[config.mk]
export PLATFORM = sky130hd
export DESIGN_NAME = div_operand_guard
export DESIGN_NICKNAME = d
export VERILOG_FILES = /design/src/rtl/div_operand_guard.sv
export SDC_FILE = /design/constraint.sdc
export NUM_CORES = 1
export LEC_CHECK = 0
export CORE_UTILIZATION = 48
export DETAILED_ROUTE_END_ITERATION = 10
export HOLD_SLACK_MARGIN = 0.06
export PLACE_DENSITY = 0.76
export SYNTH_ARGS = -nofsm -noshare
export SYNTH_HDL_FRONTEND = slang
export SYNTH_SLANG_ARGS = --single-unit
[constraint.sdc]
create_clock -name clk -period 2.8 [get_ports clk]
set_input_delay 0.42 -clock clk [delete_from_list [all_inputs] [get_ports clk]]
set_output_delay 0.42 -clock clk [all_outputs]
set_load 0.02 [all_outputs]
[src/rtl/div_operand_guard.sv]
// Issue stage for the iterative signed divider: buffers operand pairs, rejects zero divisors
// (and, with DIV_GUARD_MIN_DIVIDEND_EN, the most-negative dividend) and splits legal pairs into lhs/rhs.
module div_operand_guard #(
    parameter int W     = 8,
    parameter int CNT_W = 16
) (
    input  logic             clk,
    input  logic             rst,
    input  logic [W-1:0]     in_a,
    input  logic [W-1:0]     in_b,
    input  logic             in_vld,
    output logic             in_rdy,
    output logic [W-1:0]     div_lhs,
    output logic             div_lhs_vld,
    input  logic             div_lhs_rdy,
    output logic [W-1:0]     div_rhs,
    output logic             div_rhs_vld,
    input  logic             div_rhs_rdy,
    output logic             err_vld,
    input  logic             err_rdy,
    output logic [1:0]       err_code,
    output logic [W-1:0]     err_lhs,
    output logic [CNT_W-1:0] issue_cnt,
    output logic [CNT_W-1:0] reject_cnt
);

    typedef enum logic [1:0] {
        HEAD_EMPTY,
        HEAD_LEGAL,
        HEAD_ZERO,
        HEAD_OVF
    } head_cls_t;

    localparam logic [W-1:0] MIN_NEG = {1'b1, {(W-1){1'b0}}};

    logic [W-1:0] mem_a [2];
    logic [W-1:0] mem_b [2];
    logic         rd_ptr;
    logic         wr_ptr;
    logic [1:0]   count;
    logic         lhs_sent;
    logic         rhs_sent;

    logic [W-1:0] head_a;
    logic [W-1:0] head_b;
    head_cls_t    head_cls;
    logic         push;
    logic         pop;
    logic         pop_legal;
    logic         pop_err;
    logic         lhs_hs;
    logic         rhs_hs;

    assign head_a = mem_a[rd_ptr];
    assign head_b = mem_b[rd_ptr];
    assign in_rdy = (count != 2'd2);
    assign push   = in_vld & in_rdy;

    always_comb begin
        head_cls = HEAD_LEGAL;
        if (count == 2'd0) begin
            head_cls = HEAD_EMPTY;
        end else if (head_b == '0) begin
            head_cls = HEAD_ZERO;
        end
`ifdef DIV_GUARD_MIN_DIVIDEND_EN
        else if (head_a == MIN_NEG) begin
            head_cls = HEAD_OVF;
        end
`endif
    end

    always_comb begin
        div_lhs     = '0;
        div_rhs     = '0;
        div_lhs_vld = 1'b0;
        div_rhs_vld = 1'b0;
        err_vld     = 1'b0;
        err_code    = 2'b00;
        err_lhs     = '0;
        unique case (head_cls)
            HEAD_LEGAL: begin
                div_lhs     = head_a;
                div_rhs     = head_b;
                div_lhs_vld = !lhs_sent;
                div_rhs_vld = !rhs_sent;
            end
            HEAD_ZERO: begin
                err_vld  = 1'b1;
                err_code = 2'b01;
                err_lhs  = head_a;
            end
            HEAD_OVF: begin
                err_vld  = 1'b1;
                err_code = 2'b10;
                err_lhs  = head_a;
            end
            default: ;
        endcase
    end

    // A legal pair retires once both halves are done, including handshakes in this same cycle.
    assign lhs_hs    = div_lhs_vld & div_lhs_rdy;
    assign rhs_hs    = div_rhs_vld & div_rhs_rdy;
    assign pop_legal = (head_cls == HEAD_LEGAL) & (lhs_sent | lhs_hs) & (rhs_sent | rhs_hs);
    assign pop_err   = err_vld & err_rdy;
    assign pop       = pop_legal | pop_err;

    always_ff @(posedge clk) begin
        if (push) begin
            mem_a[wr_ptr] <= in_a;
            mem_b[wr_ptr] <= in_b;
        end
    end

    always_ff @(posedge clk) begin
        if (rst) begin
            rd_ptr     <= 1'b0;
            wr_ptr     <= 1'b0;
            count      <= 2'd0;
            lhs_sent   <= 1'b0;
            rhs_sent   <= 1'b0;
            issue_cnt  <= '0;
            reject_cnt <= '0;
        end else begin
            if (push) wr_ptr <= ~wr_ptr;
            if (pop)  rd_ptr <= ~rd_ptr;
            unique case ({push, pop})
                2'b10:   count <= count + 2'd1;
                2'b01:   count <= count - 2'd1;
                default: ;
            endcase
            if (pop_legal) begin
                lhs_sent  <= 1'b0;
                rhs_sent  <= 1'b0;
                issue_cnt <= issue_cnt + 1'b1;
            end else begin
                if (lhs_hs) lhs_sent <= 1'b1;
                if (rhs_hs) rhs_sent <= 1'b1;
            end
            if (pop_err) reject_cnt <= reject_cnt + 1'b1;
        end
    end

endmodule

# Word level (Yosys, flattened, before mapping)
# Memory sizes are Yosys's and may differ from the RTL's. A register that Yosys moved wholly into a read port is not among the register bits.
# Index checks and enable logic that the tools add are counted.
[op_classes] addsub=4 reduce_logical=7 mux=16 shift=0 bitwise=11 mul=0 n_eq_ne=6 div=0 magnitude_cmp=0
[ops] cell="$add A16 B1 Y16 const B" n=2
[ops] cell="$mux W8" n=3
[ops] cell="$mux W1" n=9
[ops] cell="$logic_not A8 Y1" n=1
[ops] cell="$pmux W2 S2" n=2
[ops] cell="$and A1 B1 Y1" n=6
[ops] cell="$eq A2 B2 Y1 const B" n=3
[ops] cell="$eq A2 B1 Y1 const B" n=2
[ops] cell="$mux W2" n=2
[ops] cell="$reduce_or A2 Y1" n=2
[ops] cell="$or A1 B1 Y1" n=3
[ops] cell="$add A2 B1 Y2 const B" n=1
[ops] cell="$logic_not A1 Y1" n=2
[ops] cell="$logic_not A2 Y1" n=1
[ops] cell="$ne A2 B2 Y1 const B" n=1
[ops] cell="$not A1 Y1" n=2
[ops] cell="$reduce_bool A2 Y1" n=1
[ops] cell="$sub A2 B1 Y2 const B" n=1
[totals] n_memories=2 ram_bits=32 in_bits=22 ff_bits=38 latch_bits=0 romBits=0
[mem_list] name="mem_a" words=2 width=8 read_ports=1 rd_ports_with_merged_regs=1 write_ports=1 line="36" rtl="logic [W-1:0] mem_a [2];"
[mem_list] name="mem_b" words=2 width=8 read_ports=1 rd_ports_with_merged_regs=1 write_ports=1 line="37" rtl="logic [W-1:0] mem_b [2];"

# Longest topological paths before layout
[logic_depth] depth_word=12 mapped_depth=9

# Worst setup path before layout
# Ideal clock, no wire load.
[synth_timing] kind="register -> register" startpoint="memory mem_b[1][1]" endpoint="register count[1]" stages_incl_launch_ff=8 t_required_ns=2.730 t_arrival_ns=2.290 slack_ns=0.439 period_less_slack_ns=2.361 path_cell_list="edfxtp_1 -> or4b_4 -> o22ai_2 -> nand3_1 -> o21ai_1 -> ha_1 -> or3_1 -> a21oi_1"
[synth_rtl] item="start: declaration" line="37"
[synth_rtl] item="end signal: assignment" line="129" rtl="2'b10: count <= count + 2'd1;"
[synth_rtl] item="end signal: assignment" line="130" rtl="2'b01: count <= count - 2'd1;"
[synth_rtl] item="end: declaration" line="40" rtl="logic [1:0] count;"

==> out/metrics.yaml <==
global_routing:
  grt_max_degree: 25
  grt_pass1_wl_um: 11700
  grtUsageTotal_pct: 21.4
  grt_pass1_vias: 2572
  grt_overflow: 0
  antenna_found_initial: 0
power_and_ir_drop:
  p_per_area_nw_per_um2: 734
  ir_worst_vdd_mv: 0.454
  p_seq_share_pct: 40.6
  combinationalPowerShare_pct: 30.5
  fin_total_pwr_mw: 3.14
  p_int_mw: 2.09
  p_leak_nw: 1.46
  clock_power_share_pct: 29.0
  p_switching_mw: 1.06
  swShare_pct: 33.6
die:
  fp.coreArea_sq_um: 6350
  pin_count: 84
  die_y_um: 83.2
  initial_core_util_pct: 49.9
  num_rows: 29
  dieWidth_um: 83.2
  die-area_sq_um: 6930
flow_run:
  drv_cap: 0
clock_network:
  cts_max_level: 3
  cts_buffer_depth: 2
  cts.reportedPaths.clkPinSlew_ns: 0.07
  clk_latency_ns: 0.35
  post-cts-setup-buffer-count: 0
  root_buffer: "clkbuf_8"
  tritoncts: "yes"
  clock_sinks: 71
  numCtsBuffers: 9
logic_synthesis:
  seq_area_frac_synth_pct: 55.0
  syn_area_sq_um: 3170
  synthFlopType: "dfxtp_1"
  synth_edf_count: 32
  syn-num-nets: 330
  synth.avg_cell_area_sq_um: 10.4
  synth_warnings: 0
  syn_inst: 305
  ys_types: 43
  synth-async-reset-ratio_pct: 0
  synth_seq_cells: 71
critical_path:
  crit_required_ns: 2.38
  cp_common_cell: "buf_4"
  critical_path_arrival_ns: 2.36
  reg2reg_slack_ns: 0.34
  worstPathMaxFanout: 5
  end_kind: "primary output"
  crit_path_top_delay_cell: "or4b_4"
  cp_cell_sequence: "or4b_4 > o22a_1 > buf_4 > o21ai_4 > buf_4 > nor2_1 > clkdlybuf4s15_2"
  startpoint_type: "flop"
  critical_path_class: "reg -> out"
  critPathMaxStageDelay_ns: 0.56
placement:
  placement.io_buffers: 82
  post-dp-hpwl_um: 5190
  place.gp.congestion: 0.736
  dp_slack_ns: 0.0656
route:
  vias: 2680
  routed_via_density: 5.58
  drtIter0Drc: 141
  wl_per_cell_um: 15.6
  drc: 0
  drt.antenna.violating_nets: 0
  firstDrtPassIters: 4
  wirelength_um: 7480
timing:
  setup_viol: 0
  slew_viol_final: 0
  rsz0062_at_grt: "yes"
  fin_skew_ns: 0.00835
  slew_headroom_pct: 57.5
  finalCriticalPeriod_ns: 2.78
  fmax_ghz: 0.360
  period_share_pct: 99.1
  fin_ws_ns: 0.0244
  tightest_slew_ns: 0.635
  hold_viol_final: 0
run_status:
  status: "complete, no violations"
layout:
  most-common-layout-cells: "clkdlybuf4s50_1, nor2_1, dfxtp_1"
  ff_latch_area_sq_um: 1740
  num_antenna_cells: 0
  fill_cells: 503
  layout.nets: 423
  syn_to_final_growth_pct: 35.3
  final_common_cell: "clkdlybuf4s50_1"
  multi_input_area_sq_um: 1360
  drive_above_1_share_pct: 17.4
min_path:
  hold_class: "reg -> reg"
==> power by group through the flow <==
stage               Sequential [mW]  Clock [mW]  Combinational, mW
floorplan                      1.28           0              0.571
global placement               1.29           0              0.974
detailed placement             1.30           0              0.985
CTS                            1.27       0.913              0.959
global route                   1.29       0.960               1.02
finish                         1.28       0.912              0.958
==> flip-flops by register name (all words and copies together) (netlist names), named ones only <==
name        count
lhs_sent        1
mem_a          16
wr_ptr          1
count           2
rd_ptr          1
mem_b          16
issue_cnt      16
reject_cnt     16
rhs_sent        1
==> worst paths after layout <==
kind	endpoint	cells after the start	start
setup / recovery	div_rhs[6]	7	mem_b[1][1]
hold reg to reg	reject_cnt[13]	2	reject_cnt[13]
setup reg to reg	count[1]	8	flop
hold / removal	reject_cnt[13]	2	reject_cnt[13]
==> layout make-up <==
type / instances / area share, %
clock buffers: 9 / 2.89
multi-input cells: 214 / 31.7
flip-flops and latches: 71 / 40.6
repair buffers: 96 / 19.7
inverters: 6 / 0.525
well taps: 77 / 2.25
clock inverters: 7 / 2.28
==> worst max-delay path, delay by kind of cell, from the launching register on <==
family,cells,cell delay (ns)
AND/OR/NAND/NOR,2,0.61
buffers and inverters,3,0.60
flip-flops,1,0.40
AO/OA/AOI/OAI,2,0.40
==> cells in the mapped netlist, types with 2 or more instances <==
master     number  area [sq um]
buf_2           5          25.0
and3_1          2          12.5
clkbuf_1        5          18.8
xor2_1          5          43.8
nor2b_1         2          12.5
a211oi_1        7          52.6
inv_1           6          22.5
and2_1          2          12.5
nor2_1         51           191
xnor2_1        12           105
ha_1            3          37.5
o2111ai_1       2          17.5
nor4_1          2          12.5
o31ai_1         4          30.0
buf_4           3          22.5
dfxtp_1        39           781
or4_1           5          37.5
mux2_2          3          33.8
nand3_1        10          50.1
nand2_1        11          41.3
a21oi_1        20           100
nor3_1          5          25.0
nand4_1         8          50.1
or3_1          12          75.1
edfxtp_1       32           961
o21ai_0        13          65.1
a2111oi_0       2          17.5
o22a_1          2          17.5
mux2i_1        18           180
==> logic make-up (layout without fill, tap and decap cells) <==
family	Yosys count	count (layout)	share of synthesized area (%)
adder cells (fa/ha/maj)	3	3	1.18
multiplexers	21	21	6.75
AO/OA/AOI/OAI	57	57	11.4
AND/OR/NAND/NOR	115	115	17.9
buffers and inverters	20	118	2.92
XOR/XNOR	17	17	4.70
flip-flops	71	71	55.0
other	1	1	0.118
==> per-layer routing <==
metal	vias to the layer above	wire length (um)	global-route usage, %	part of all wire (%)
li1	1301	-	-	-
met1	1296	3260	26.0	44
met2	74	3740	35.2	50
met3	9	372	6.46	5.0
met4	0	109	9.40	1.5
met5	-	0	0	0
==> through the flow <==
stage                     TNS (ns)  std cells  utilization, %  cell area (sq um)  hold slack [ns]
final                            0        480            67.5               4290            0.506
after global routing        -0.402        480            67.5               4290            0.530
after CTS                  -0.0366        479            68.4               4350            0.511
after detailed placement         0        463            64.8               4110            0.490
after global placement           0        463            64.8               4110            0.476
after floorplan                  0        305               -               3170            0.480
==> what timing repair did <==
item / 4_1_cts / 5_1_grt
cloned: 0 / 1
setup endpoints to repair: 28 / 28
pin swaps: 0 / 0
hold buffers: 0 / 0
resized for setup: 64 / 36
Power figures use the tool's default switching activity.
